===== src/rtl/cursor_pkg.sv =====
// Shared constants and types for the button-driven pointer position generator.
package cursor_pkg;

  localparam int POS_W      = 10;
  localparam int CALC_W     = 12;
  localparam int H_RES_DEF  = 640;
  localparam int V_RES_DEF  = 480;
  localparam int MARGIN_DEF = 5;

  localparam bit CLAMP = 1'b0;
  localparam bit WRAP  = 1'b1;

  typedef enum logic [1:0] {
    IDLE   = 2'd0,
    RAMP   = 2'd1,
    CRUISE = 2'd2
  } axis_state_e;

endpackage


===== src/rtl/cursor_axis.sv =====
// One cursor axis: hold-to-accelerate stepping FSM plus a bounded adder that
// either clamps or wraps at [MARGIN, max].
module cursor_axis
  import cursor_pkg::*;
#(
  parameter int               MARGIN      = MARGIN_DEF,
  parameter logic [POS_W-1:0] RST_POS     = POS_W'(360),
  parameter int               ACCEL_TICKS = 16,
  parameter int               MAX_STEP    = 8,
  parameter bit               EDGE_MODE   = CLAMP
) (
  input  logic             clk_in,
  input  logic             rst_in,
  input  logic             tick,
  input  logic             recentre,
  input  logic             inc,
  input  logic             dec,
  input  logic [POS_W-1:0] init,
  input  logic [POS_W-1:0] max,
  output logic [POS_W-1:0] pos,
  output logic             changed
);

  localparam int STEP_W = $clog2(MAX_STEP) + 2;
  localparam int HOLD_W = $clog2(ACCEL_TICKS + 1);

  axis_state_e              state_q, state_d;
  logic [STEP_W-1:0]        step_q, step_d, move_amt;
  logic [HOLD_W-1:0]        hold_q, hold_d;
  logic                     dec_q, dec_d;
  logic [POS_W-1:0]         pos_q, pos_d;
  logic                     do_move, dir_nz, dir_dec, reversed;
  logic signed [CALC_W-1:0] cur_s, amt_s, sum_s, max_s, min_s;

  assign dir_nz   = inc ^ dec;
  assign dir_dec  = dec & ~inc;
  assign reversed = (dir_dec != dec_q);

  always_comb begin
    state_d  = state_q;
    step_d   = step_q;
    hold_d   = hold_q;
    dec_d    = dec_q;
    do_move  = 1'b0;
    move_amt = '0;
    if (tick) begin
      if (recentre) begin
        state_d = IDLE;
        step_d  = STEP_W'(1);
        hold_d  = '0;
      end else begin
        case (state_q)
          IDLE: begin
            step_d = STEP_W'(1);
            hold_d = '0;
            if (dir_nz) begin
              do_move  = 1'b1;
              move_amt = STEP_W'(1);
              hold_d   = HOLD_W'(1);
              dec_d    = dir_dec;
              state_d  = RAMP;
            end
          end
          RAMP: begin
            if (!dir_nz) begin
              state_d = IDLE;
              step_d  = STEP_W'(1);
              hold_d  = '0;
            end else if (reversed) begin
              do_move  = 1'b1;
              move_amt = STEP_W'(1);
              step_d   = STEP_W'(1);
              hold_d   = '0;
              dec_d    = dir_dec;
            end else begin
              do_move  = 1'b1;
              move_amt = step_q;
              hold_d   = hold_q + HOLD_W'(1);
            end
          end
          CRUISE: begin
            if (!dir_nz) begin
              state_d = IDLE;
              step_d  = STEP_W'(1);
              hold_d  = '0;
            end else if (reversed) begin
              do_move  = 1'b1;
              move_amt = STEP_W'(1);
              step_d   = STEP_W'(1);
              hold_d   = '0;
              dec_d    = dir_dec;
              state_d  = RAMP;
            end else begin
              do_move  = 1'b1;
              move_amt = STEP_W'(MAX_STEP);
            end
          end
          default: begin
            state_d = IDLE;
            step_d  = STEP_W'(1);
            hold_d  = '0;
          end
        endcase
        // A full run of holds at the current step doubles it; reaching the ceiling means cruise.
        if (state_d == RAMP && hold_d == HOLD_W'(ACCEL_TICKS)) begin
          hold_d = '0;
          if ((step_d << 1) >= STEP_W'(MAX_STEP)) begin
            step_d  = STEP_W'(MAX_STEP);
            state_d = CRUISE;
          end else begin
            step_d = step_d << 1;
          end
        end
      end
    end
  end

  assign cur_s = signed'(CALC_W'(pos_q));
  assign amt_s = signed'(CALC_W'(move_amt));
  assign max_s = signed'(CALC_W'(max));
  assign min_s = signed'(CALC_W'(MARGIN));
  assign sum_s = dir_dec ? (cur_s - amt_s) : (cur_s + amt_s);

  // Overshoot past a limit is discarded in both edge modes.
  always_comb begin
    pos_d = pos_q;
    if (tick && recentre) begin
      pos_d = init;
    end else if (do_move) begin
      if (sum_s > max_s) begin
        pos_d = (EDGE_MODE == WRAP) ? POS_W'(MARGIN) : max;
      end else if (sum_s < min_s) begin
        pos_d = (EDGE_MODE == WRAP) ? max : POS_W'(MARGIN);
      end else begin
        pos_d = sum_s[POS_W-1:0];
      end
    end
  end

  assign changed = tick && (pos_d != pos_q);
  assign pos     = pos_q;

  always_ff @(posedge clk_in or posedge rst_in) begin
    if (rst_in) begin
      state_q <= IDLE;
      step_q  <= STEP_W'(1);
      hold_q  <= '0;
      dec_q   <= 1'b0;
      pos_q   <= RST_POS;
    end else begin
      state_q <= state_d;
      step_q  <= step_d;
      hold_q  <= hold_d;
      dec_q   <= dec_d;
      pos_q   <= pos_d;
    end
  end

endmodule


===== src/rtl/cursor_mover.sv =====
// Pointer position generator: button synchronisers, move-tick prescaler,
// four-button recentre and the two axis engines.
module cursor_mover #(
  parameter int H_RES       = cursor_pkg::H_RES_DEF,
  parameter int V_RES       = cursor_pkg::V_RES_DEF,
  parameter int MARGIN      = cursor_pkg::MARGIN_DEF,
  parameter int X_INIT      = 360,
  parameter int Y_INIT      = 200,
  parameter int TICK_DIV    = 500000,
  parameter int ACCEL_TICKS = 16,
  parameter int MAX_STEP    = 8,
  parameter bit WRAP        = cursor_pkg::CLAMP
) (
  input  logic                         clk_in,
  input  logic                         rst_in,
  input  logic                         btn_east,
  input  logic                         btn_west,
  input  logic                         btn_north,
  input  logic                         btn_south,
  output logic [cursor_pkg::POS_W-1:0] x_pos,
  output logic [cursor_pkg::POS_W-1:0] y_pos,
  output logic                         moving,
  output logic                         tick
);

  localparam int               POS_W = cursor_pkg::POS_W;
  localparam int               CNT_W = (TICK_DIV > 1) ? $clog2(TICK_DIV) : 1;
  localparam logic [CNT_W-1:0] LAST  = CNT_W'(TICK_DIV - 1);
  localparam logic [POS_W-1:0] X_MAX = POS_W'(H_RES - 1);
  localparam logic [POS_W-1:0] Y_MAX = POS_W'(V_RES - 1);
  localparam logic [POS_W-1:0] X_RST = POS_W'(X_INIT);
  localparam logic [POS_W-1:0] Y_RST = POS_W'(Y_INIT);

  // Button bit order: {east, west, south, north}
  logic [3:0]       btn_raw, sync1_q, sync2_q;
  logic [CNT_W-1:0] cnt_q, cnt_d;
  logic             moving_q, moving_d;
  logic             recentre, x_changed, y_changed;

  assign btn_raw  = {btn_east, btn_west, btn_south, btn_north};
  assign tick     = (cnt_q == LAST);
  assign cnt_d    = tick ? '0 : cnt_q + CNT_W'(1);
  assign recentre = &sync2_q;
  assign moving_d = x_changed | y_changed;
  assign moving   = moving_q;

  always_ff @(posedge clk_in or posedge rst_in) begin
    if (rst_in) begin
      sync1_q  <= '0;
      sync2_q  <= '0;
      cnt_q    <= '0;
      moving_q <= 1'b0;
    end else begin
      sync1_q  <= btn_raw;
      sync2_q  <= sync1_q;
      cnt_q    <= cnt_d;
      moving_q <= moving_d;
    end
  end

  cursor_axis #(
    .MARGIN      (MARGIN),
    .RST_POS     (X_RST),
    .ACCEL_TICKS (ACCEL_TICKS),
    .MAX_STEP    (MAX_STEP),
    .EDGE_MODE   (WRAP)
  ) u_x (
    .clk_in   (clk_in),
    .rst_in   (rst_in),
    .tick     (tick),
    .recentre (recentre),
    .inc      (sync2_q[3]),
    .dec      (sync2_q[2]),
    .init     (X_RST),
    .max      (X_MAX),
    .pos      (x_pos),
    .changed  (x_changed)
  );

  cursor_axis #(
    .MARGIN      (MARGIN),
    .RST_POS     (Y_RST),
    .ACCEL_TICKS (ACCEL_TICKS),
    .MAX_STEP    (MAX_STEP),
    .EDGE_MODE   (WRAP)
  ) u_y (
    .clk_in   (clk_in),
    .rst_in   (rst_in),
    .tick     (tick),
    .recentre (recentre),
    .inc      (sync2_q[1]),
    .dec      (sync2_q[0]),
    .init     (Y_RST),
    .max      (Y_MAX),
    .pos      (y_pos),
    .changed  (y_changed)
  );

endmodule


===== config.mk =====
export PLATFORM = sky130hd
export DESIGN_NAME = cursor_mover
export DESIGN_NICKNAME = d
export VERILOG_FILES = /design/src/rtl/cursor_pkg.sv /design/src/rtl/cursor_axis.sv /design/src/rtl/cursor_mover.sv
export SDC_FILE = /design/constraint.sdc
export NUM_CORES = 1
export LEC_CHECK = 0
export CAP_MARGIN = 20
export CORE_UTILIZATION = 45
export DETAILED_ROUTE_END_ITERATION = 10
export GPL_ROUTABILITY_DRIVEN = 0
export PLACE_DENSITY = 0.64
export SETUP_SLACK_MARGIN = 0.3
export SLEW_MARGIN = 10
export SYNTH_ARGS = -nofsm -noshare
export SYNTH_HDL_FRONTEND = slang
export SYNTH_SLANG_ARGS = --single-unit
export TNS_END_PERCENT = 30

===== constraint.sdc =====
create_clock -name clk_in -period 13.25 [get_ports clk_in]
set_clock_uncertainty 0.1 [all_clocks]
set_input_delay 1.325 -clock clk_in [delete_from_list [all_inputs] [get_ports clk_in]]
set_output_delay 1.325 -clock clk_in [all_outputs]
set_load 0.03 [all_outputs]

==> results of run 1 <==
-- flip-flops by register name, indices dropped and copies added (netlist names), 2 cells and up --
signal / count
sync1_q: 4
u_x.step_q: 5
u_y.hold_q: 5
u_x.state_q: 2
u_y.state_q: 2
sync2_q: 4
u_y.step_q: 5
cnt_q: 19
u_y.pos: 10
u_x.pos: 10
u_x.hold_q: 5
-- metrics by stage --
stage | hold WS [ns] | power, W
final | 0.243 | 0.000472
after global routing | 0.252 | 0.000488
after CTS | 0.242 | 0.000478
after detailed placement | 0.236 | 0.000254
after global placement | 0.233 | 0.000254
after floorplan | 0.231 | 0.000247
-- how the worst max path moves through the flow --
| stage | end | slack, ns | cells after the start |
|---|---|---|---|
| after floorplan | moving | 7.45 | 21 |
| after global placement | moving | 7.17 | 19 |
| after detailed placement | moving | 6.99 | 19 |
| after CTS | moving | 6.96 | 19 |
| after global routing | moving | 6.39 | 18 |
| final | moving | 6.93 | 19 |
-- worst reg2reg max path, stage by stage, from the launching register on --
cell and delay, ns:
dfrtp_1 0.38, ha_1 0.22, and4_1 0.35, nand2_1 0.23, or3_1 0.47, inv_1 0.15
nand2_1 0.15, nor3_1 0.45, nand2_1 0.15, ha_1 0.45, o21bai_1 0.12, a211oi_1 0.56
nand2b_1 0.18, a32o_1 0.30, nor2_2 0.29, o22a_1 0.38, nand2b_1 0.18, nand4_1 0.08
or4_1 0.49, or4_1 0.52
-- kinds of logic (layout without fill, tap and decap cells) --
logic type | after synthesis | count (layout)
AOI/OAI and AO/OA | 212 | 212
xor gates and xnor gates | 28 | 28
adders and majority gates | 43 | 43
buffers and inverters | 67 | 80
DFF | 74 | 74
muxes | 8 | 8
and+or+nand+nor | 328 | 328
-- synth_stat cells (all sizes together), types with 14 or more instances --
cell type	number	area (sq um)
clkbuf	28	105
nor3	21	110
nor2	75	284
xor2	14	123
ha	39	488
inv	33	124
nand3	24	120
or3	22	143
a21oi	47	235
nor2b	18	113
o21ai	57	285
xnor2	14	123
dfrtp	65	1630
nand2	83	314
-- routing by layer --
layer / part of all wire [%] / global-route usage, % / vias to the layer above
met4: 2.3 / 9.97 / 0
li1: - / - / 2787
met5: 0 / 0 / -
met1: 45 / 31.6 / 2749
met2: 47 / 38.0 / 215
met3: 5.6 / 4.30 / 29
-- cell type report --
cell class / count / area (sq um) / area share (%)
repair buffers: 31 / 300 / 4.42
clock buffers: 11 / 233 / 3.43
multi-input cells: 619 / 4010 / 59.1
flip-flops and latches: 74 / 1860 / 27.5
well taps: 176 / 220 / 3.24
inverters: 33 / 124 / 1.83
clock inverters: 5 / 32.5 / 0.479
-- power breakdown --
group	internal (W)	leakage [nW]	switching, W
logic	0.00000722	1.71	0.0000146
registers	0.000227	0.968	0.000000472
clock network	0.000126	0.133	0.0000958
total	0.000361	2.81	0.000111
==> results.sh, run 1 <==
export IMPL_finalNetCount=817
export IMPL_gr_total_overflow=0
export IMPL_synth_enable_flop_cells=0
export IMPL_synth_simple_gate_area_share_pct=27.6
export IMPL_ir_drop_mv=0.0953
export IMPL_grt_pass1_vias=5515
export IMPL_powerDensity_mw_per_mm2=69.5
export IMPL_clock_latency_ns=0.35
export IMPL_antenna_found_initial=0
export IMPL_hold_path_end="sync2_q[1]"
export IMPL_cp_top_family="simple AND/OR/NAND/NOR gates"
export IMPL_wl_microns=16000
export IMPL_synth_mux_area_share_pct=1.39
export IMPL_ys_ff_latch=74
export IMPL_num_antenna_cells=0
export IMPL_r2r_end="moving"
export IMPL_post_cts_resized=0
export IMPL_ys_types=81
export IMPL_synth_xor_area_share_pct=4.00
export IMPL_finalSetupTns_ns=0
export IMPL_rsz0062_at_grt="false"
export IMPL_cpMostUsedCell="nand2_1"
export IMPL_max_cap_violations=0
export IMPL_timing_fmax_mhz=158
export IMPL_final_cell_mix="nand2_1, nor2_1, dfrtp_1"
export IMPL_pre_cts_ws_ns=6.99
export IMPL_layout_drive_gt1_share_pct=6.86
export IMPL_fp_dieArea_sq_mm=0.0141
export IMPL_critPathSlowestCell="a211oi_1"
export IMPL_holdCritPathClass="reg -> reg"
export IMPL_cp_end_kind="register"
export IMPL_synth_top_family_by_area="simple AND/OR/NAND/NOR gates"
export IMPL_setup_viol=0
export IMPL_hold_buffers=0
export IMPL_ys_warn_count=0
export IMPL_rows=42
export IMPL_port_buffers=27
export IMPL_clk_pin_slew_worst_paths_ns=0.06
export IMPL_ys_seq_area_share_pct=30.4
export IMPL_synth_avg_cell_area_sq_um=8.07
export IMPL_final_area_sq_mm=0.00679
export IMPL_initial_core_util_pct=46.1
export IMPL_htreeDepth=3
export IMPL_final_hold_viol_count=0
export IMPL_synth_nets=809
export IMPL_final_antenna_net_count=0
export IMPL_period_share_pct=47.7
export IMPL_worst_setup_path_type="reg -> reg"
export IMPL_setup_slack_ns=6.93
export IMPL_first_pass_iters=5
export IMPL_drt_wirelength_per_cell_microns=16.9
export IMPL_crit_arrival_ns=6.43
export IMPL_cp_required_ns=13.36
export IMPL_fill_cells=1250
export IMPL_final_core_util_pct=51.0
export IMPL_path_max_fanout=9
export IMPL_final_common_cell="nand2_1"
export IMPL_relSlewSlack_pct=29.9
export IMPL_post_cts_setup_buffers=0
export IMPL_core_region_area_sq_mm=0.0133
export IMPL_period_minus_slack_ns=6.32
export IMPL_reg2reg_slack_ns=6.93
export IMPL_cp_num_buf_inv=1
export IMPL_root_buffer="clkbuf_16"
export IMPL_cts_tree="yes"
export IMPL_total_leakage_power_nw=2.81
export IMPL_r2r_start="cnt_q[0]"
export IMPL_fp_dieW_microns=119
export IMPL_grt_first_pass_wirelength_microns=27100
export IMPL_grt_max_degree=75
export IMPL_worst_slew_pin_transition_ns=1.04
export IMPL_dpl_cell_count=933
export IMPL_vias_per_cell=6.09
export IMPL_synth_ff_type="dfrtp_1"
export IMPL_chipHeight_microns=119
export IMPL_via_count=5780
export IMPL_ios=28
export IMPL_synth_cells=760
export IMPL_synth_cell_area_sq_mm=0.00613
export IMPL_status="finished clean"
export IMPL_instances_no_fill=949
export IMPL_synthAdderAreaFrac_pct=9.26
export IMPL_drcViolationCount=0
export IMPL_numClockSinks=74
export IMPL_async_flop_share_pct=100
export IMPL_worstPathCellList="ha_1, and4_1, nand2_1, or3_1, inv_1, nand2_1, nor3_1, nand2_1, ha_1, o21bai_1, a211oi_1, nand2b_1, a32o_1, nor2_2, o22a_1, nand2b_1, nand4_1, or4_1, or4_1"
export IMPL_hold_path_startpoint="sync1_q[1]"
export IMPL_dp_hpwl_microns=11700
export IMPL_cts_max_path_buffers=2
export IMPL_drt_iter0_drc=631
export IMPL_whs_path_depth=0
export IMPL_placed_cell_area_sq_mm=0.00652
export IMPL_grt_usage_pct=23.8
export IMPL_synth_compound_area_share_pct=23.0
export IMPL_start_kind="register"
export IMPL_final_max_slew_viol_count=0
export IMPL_cp_startpoint="cnt_q[0]"
export IMPL_slowest_delay_ns=0.56
export IMPL_area_delta_synth_final_pct=10.6
export IMPL_ff2ff_path_depth=19
export IMPL_numCtsBuffers=9
(Power assumes the default switching activity.)
==> inputs of run 2 (changes only) <==
clock period = 6.2 ns   (was 13.25 ns; I/O delays follow)
==> run 2 against run 1 <==
  * Largest power group is now clock
  * Utilization up 2.3 points
  * Highest routed layer unchanged
  * Power rose by 130%
  * Count of clock-buffer cells in the layout fell by 1
  * Largest cell class unchanged
==> results.sh, run 2 (synthesis results as in run 1) <==
export IMPL_ff2ff_path_depth=17
export IMPL_cp_top_family="simple AND/OR/NAND/NOR gates"
export IMPL_numCtsBuffers=9
export IMPL_area_delta_synth_final_pct=15.6
export IMPL_start_kind="register"
export IMPL_cpMostUsedCell="or4_1"
export IMPL_switching_power_w=0.000248
export IMPL_ir_drop_mv=0.227
export IMPL_final_common_cell="nand2_1"
export IMPL_crit_arrival_ns=5.77
export IMPL_worstPathCellList="nor4b_1, nand3b_1, or3_1, or3_4, nor2_4, nand2_1, ha_1, or3b_1, and3_1, o41a_1, a21oi_4, nor4b_4, o21ai_2, o22ai_1, a311o_1, or4_1, or4_1"
export IMPL_holdWs_ns=0.251
export IMPL_comb_power_share_pct=4.7
export IMPL_drt_wirelength_per_cell_microns=17.1
export IMPL_fp_dieW_microns=119
export IMPL_rows=42
export IMPL_final_cell_mix="nand2_1, nor2_1, dfrtp_1"
export IMPL_hold_buffers=0
export IMPL_cts_tree="yes"
export IMPL_hold_path_startpoint="sync1_q[0]"
export IMPL_numClockSinks=74
export IMPL_period_share_pct=91.4
export IMPL_worst_setup_path_type="reg -> reg"
export IMPL_num_antenna_cells=0
export IMPL_gr_total_overflow=0
export IMPL_r2r_end="moving"
export IMPL_relSlewSlack_pct=36.6
export IMPL_power_frac_seq_pct=45.8
export IMPL_whs_path_depth=0
export IMPL_final_antenna_net_count=0
export IMPL_setup_viol=0
export IMPL_setup_slack_ns=0.536
export IMPL_holdCritPathClass="reg -> reg"
export IMPL_powerDensity_mw_per_mm2=150
export IMPL_pwr_share_clk_pct=49.5
export IMPL_pre_cts_ws_ns=0.0714
export IMPL_first_pass_iters=5
export IMPL_timing_fmax_mhz=177
export IMPL_root_buffer="clkbuf_16"
export IMPL_critPathSlowestCell="or4_1"
export IMPL_total_leakage_power_nw=2.97
export IMPL_core_region_area_sq_mm=0.0133
export IMPL_largest_reg_flops=19
export IMPL_placed_cell_area_sq_mm=0.00660
export IMPL_switching_share_pct=23.3
export IMPL_final_area_sq_mm=0.00709
export IMPL_grt_max_degree=75
export IMPL_r2r_start="cnt_q[6]"
export IMPL_p_int_w=0.000816
export IMPL_status="finished clean"
export IMPL_htreeDepth=3
export IMPL_cp_end_kind="register"
export IMPL_max_cap_violations=0
export IMPL_fill_cells=1206
export IMPL_largest_register="cnt_q"
export IMPL_grt_first_pass_wirelength_microns=27700
export IMPL_instances_no_fill=968
export IMPL_fp_dieArea_sq_mm=0.0141
export IMPL_drt_iter0_drc=682
export IMPL_vias_per_cell=6.11
export IMPL_via_count=5918
export IMPL_clock_latency_ns=0.35
export IMPL_final_hold_viol_count=0
export IMPL_clk_pin_slew_worst_paths_ns=0.06
export IMPL_wl_microns=16600
export IMPL_slowest_delay_ns=0.56
export IMPL_layout_drive_gt1_share_pct=11.6
export IMPL_hold_path_end="sync2_q[0]"
export IMPL_cp_required_ns=6.30
export IMPL_antenna_found_initial=0
export IMPL_port_buffers=27
export IMPL_cp_num_buf_inv=0
export IMPL_drcViolationCount=0
export IMPL_initial_core_util_pct=46.1
export IMPL_finalNetCount=836
export IMPL_chipHeight_microns=119
export IMPL_ios=28
export IMPL_cts_max_path_buffers=2
export IMPL_grt_pass1_vias=5623
export IMPL_dp_hpwl_microns=12000
export IMPL_rsz0062_at_grt="false"
export IMPL_dpl_cell_count=944
export IMPL_path_max_fanout=6
export IMPL_reg2reg_slack_ns=0.54
export IMPL_worst_slew_pin_transition_ns=0.942
export IMPL_grt_usage_pct=24.4
export IMPL_final_max_slew_viol_count=0
export IMPL_finalSetupTns_ns=0
export IMPL_period_minus_slack_ns=5.66
[run 2: final cells by class]
cell class / instances / area [sq um] / area share (%)
Inverter: 33 / 124 / 1.75
Multi-Input combinational cell: 619 / 4150 / 58.5
Timing Repair Buffer: 50 / 443 / 6.24
Sequential cell: 74 / 1860 / 26.3
Clock inverter: 6 / 66.3 / 0.935
Tap cell: 176 / 220 / 3.10
Clock buffer: 10 / 229 / 3.23
[run 2: routing by layer]
metal / GRT usage (%) / up-vias / routed length [microns]
met5: 0 / - / 0
met4: 9.49 / 0 / 495
met3: 5.55 / 53 / 1040
met2: 38.6 / 248 / 7680
met1: 32.4 / 2807 / 7350
li1: - / 2810 / -
[run 2: power by group through the flow]
stage / clock (W) / combinational (W) / sequential (W)
floorplan: 0 / 0.0000335 / 0.000495
global placement: 0 / 0.0000491 / 0.000496
detailed placement: 0 / 0.0000494 / 0.000496
CTS: 0.000542 / 0.0000498 / 0.000487
global route: 0.000562 / 0.0000565 / 0.000487
finish: 0.000527 / 0.0000505 / 0.000487
[run 2: worst max path at each step]
stage / startpoint / cells past startpoint / slack, ns / endpoint
floorplan: cnt_q[0] / 21 / 0.40 / moving
global placement: cnt_q[0] / 18 / 0.20 / moving
detailed placement: cnt_q[6] / 17 / 0.07 / moving
CTS: cnt_q[6] / 17 / 0.31 / moving
global route: cnt_q[6] / 17 / 0.28 / moving
finish: cnt_q[6] / 17 / 0.54 / moving
[run 2: metrics by stage]
stage	power (W)	util, %
2_1_floorplan	0.000529	-
3_3_place_gp	0.000545	49.7
3_5_place_dp	0.000545	49.7
4_1_cts	0.00108	52.1
5_1_grt	0.00111	53.4
6_report	0.00106	53.4
[run 2: repair_timing]
| action | 4_1_cts | 5_1_grt |
|---|---|---|
| gates resized for setup | 8 | 23 |
| pin swaps | 1 | 8 |
| setup buffers | 0 | 8 |
| endpoints found under the setup margin | 1 | 1 |
==> inputs of run 3 (changes only) <==
CELL_PAD_IN_SITES_DETAIL_PLACEMENT = 1   (was not set)
CELL_PAD_IN_SITES_GLOBAL_PLACEMENT = 1   (was not set)
PLACE_DENSITY = 0.81   (was 0.64)
clock period = 5.3 ns   (was 6.2 ns; I/O delays follow)
==> run 3 against run 2 <==
  * The run now ends with setup timing left
  * Die area did not move
  * Critical path depth rose by 1
  * Sequential power rose by 17%
  * Global-route usage rose by 10 points
  * Clock power rose by 23%
  * Maximum frequency rose by 1.7%
  * Wire length rose by 50%
  * Highest routed layer unchanged
  * Count of clock-buffer cells in the layout fell by 1
  * Critical endpoint unchanged
  * Non-clock buffer count rose by 97
  * Worst hold slack improved by 0.0039 ns
==> results.sh, run 3 (synthesis results as in run 1) <==
export IMPL_status="complete, but fails checks"
export IMPL_violations="setup timing"
export IMPL_grtUsageMet1_pct=41.2
export IMPL_drcViolationCount=0
export IMPL_largest_register="cnt_q"
export IMPL_period_share_pct=105
export IMPL_total_leakage_power_nw=3.55
export IMPL_dp_hpwl_microns=15300
export IMPL_worst_setup_path_type="reg -> reg"
export IMPL_final_cell_mix="buf_4, nand2_1, nor2_1"
export IMPL_instances_no_fill=1065
export IMPL_power_total_w=0.00129
export IMPL_core_region_area_sq_mm=0.0133
export IMPL_rsz0062_at_grt="true"
export IMPL_grt_max_degree=39
export IMPL_path_max_fanout=6
export IMPL_final_antenna_net_count=0
export IMPL_period_minus_slack_ns=5.57
export IMPL_dpl_cell_count=1007
export IMPL_drt_iter0_drc=702
export IMPL_cp_end_kind="register"
export IMPL_htreeDepth=3
export IMPL_max_cap_violations=0
export IMPL_largest_reg_flops=19
export IMPL_hold_buffers=0
export IMPL_chipHeight_microns=119
export IMPL_gr_total_overflow=0
export IMPL_initial_core_util_pct=46.1
export IMPL_port_buffers=27
export IMPL_clock_latency_ns=0.35
export IMPL_drt_wirelength_per_cell_microns=23.3
export IMPL_clk_pin_slew_worst_paths_ns=0.07
export IMPL_start_kind="register"
export IMPL_via_count=6825
export IMPL_fp_dieArea_sq_mm=0.0141
export IMPL_worst_slew_pin_transition_ns=0.972
export IMPL_crit_arrival_ns=5.68
export IMPL_cts_tree="yes"
export IMPL_cp_required_ns=5.41
export IMPL_num_antenna_cells=0
export IMPL_numClockSinks=74
export IMPL_cts_max_path_buffers=2
export IMPL_wl_microns=24900
export IMPL_area_delta_synth_final_pct=31.8
export IMPL_final_common_cell="buf_4"
export IMPL_timing_fmax_mhz=180
export IMPL_grt_pass1_vias=7212
export IMPL_setup_slack_ns=-0.271
export IMPL_ios=28
export IMPL_grt_first_pass_wirelength_microns=38600
export IMPL_powerDensity_mw_per_mm2=159
export IMPL_relSlewSlack_pct=34.6
export IMPL_rows=42
export IMPL_root_buffer="clkbuf_16"
export IMPL_antenna_found_initial=0
export IMPL_fp_dieW_microns=119
export IMPL_finalNetCount=933
export IMPL_layout_drive_gt1_share_pct=25.9
export IMPL_holdCritPathClass="reg -> reg"
export IMPL_final_max_slew_viol_count=0
export IMPL_ir_drop_mv=0.169
export IMPL_final_hold_viol_count=0
export IMPL_setup_viol=1
export IMPL_grt_usage_pct=34.9
export IMPL_numCtsBuffers=9
export IMPL_grtUsageMet3_pct=6.42
export IMPL_finalSetupTns_ns=-0.271
export IMPL_fill_cells=1545
export IMPL_gr_usage_met2_pct=61.0
export IMPL_grt_busiest_layer="met2"
export IMPL_first_pass_iters=5
export IMPL_vias_per_cell=6.41
## run 3: where the power goes
group | switching, W | total (W) | internal (W)
clock | 0.000278 | 0.000646 | 0.000368
combinational | 0.0000472 | 0.0000710 | 0.0000237
sequential | 0.00000154 | 0.000570 | 0.000568
total | 0.000327 | 0.00129 | 0.000960
## run 3: worst max-delay path, stage by stage (launching register included)
cell and delay [ns]:
dfrtp_1 0.41, nor4b_2 0.31, nand4b_1 0.20, or3_4 0.41, inv_2 0.07, nand2_1 0.17, nor3_4 0.28, nand2_1 0.17
ha_4 0.28, nor2b_1 0.15, o211a_1 0.22, a2111oi_2 0.40, buf_4 0.19, xnor2_2 0.17, nand2_1 0.15, a221o_1 0.39
a311o_1 0.35, or4_1 0.55, or4_1 0.45
## run 3: repair_timing
action	CTS	global route
resized for setup	38	30
setup buffers	29	13
endpoints found under the setup margin	4	22
pin swaps	19	15
cloned	0	0
## run 3: area by class of cell
type,count,area [sq um],area share (%)
multi-input cells,619,4390,54.3
flip-flops and latches,74,1860,23.0
repair buffers,147,1180,14.6
clock buffers,9,225,2.79
well taps,176,220,2.72
inverters,33,124,1.53
clock inverters,7,76.3,0.944
## run 3: routing by layer
layer  up-vias  routed length [microns]  share of wire, %
met5         -                        0                 0
met3       103                     1210               4.9
met4         0                     1180               4.8
met2       277                    12600                51
met1      3433                     9890                40
li1       3012                        -                 -
## run 3: path summary, 6_finish.rpt
check,to,startpoint,depth (start not counted),slack (ns)
worst min register to register,sync2_q[1],sync1_q[1],0,0.25
min in group asynchronous,cnt_q[12],rst_in,2,0.55
worst max-delay path,moving,cnt_q[12],18,-0.27
worst max register to register,moving,cnt_q[12],18,-0.27
worst min-delay path,sync2_q[1],sync1_q[1],0,0.25
max in group asynchronous,u_x.pos[3],rst_in,3,3.50
## run 3: per-stage QoR
step | hold WS, ns | setup slack (ns) | instance area (sq um) | utilization, %
6_report | 0.255 | -0.271 | 8090 | 60.8
3_3_place_gp | 0.232 | -0.00443 | 7160 | 53.9
3_5_place_dp | 0.238 | -0.299 | 7160 | 53.9
4_1_cts | 0.253 | -0.00268 | 7860 | 59.1
2_1_floorplan | 0.231 | 0.0143 | 6240 | -
5_1_grt | 0.265 | -0.414 | 8090 | 60.8
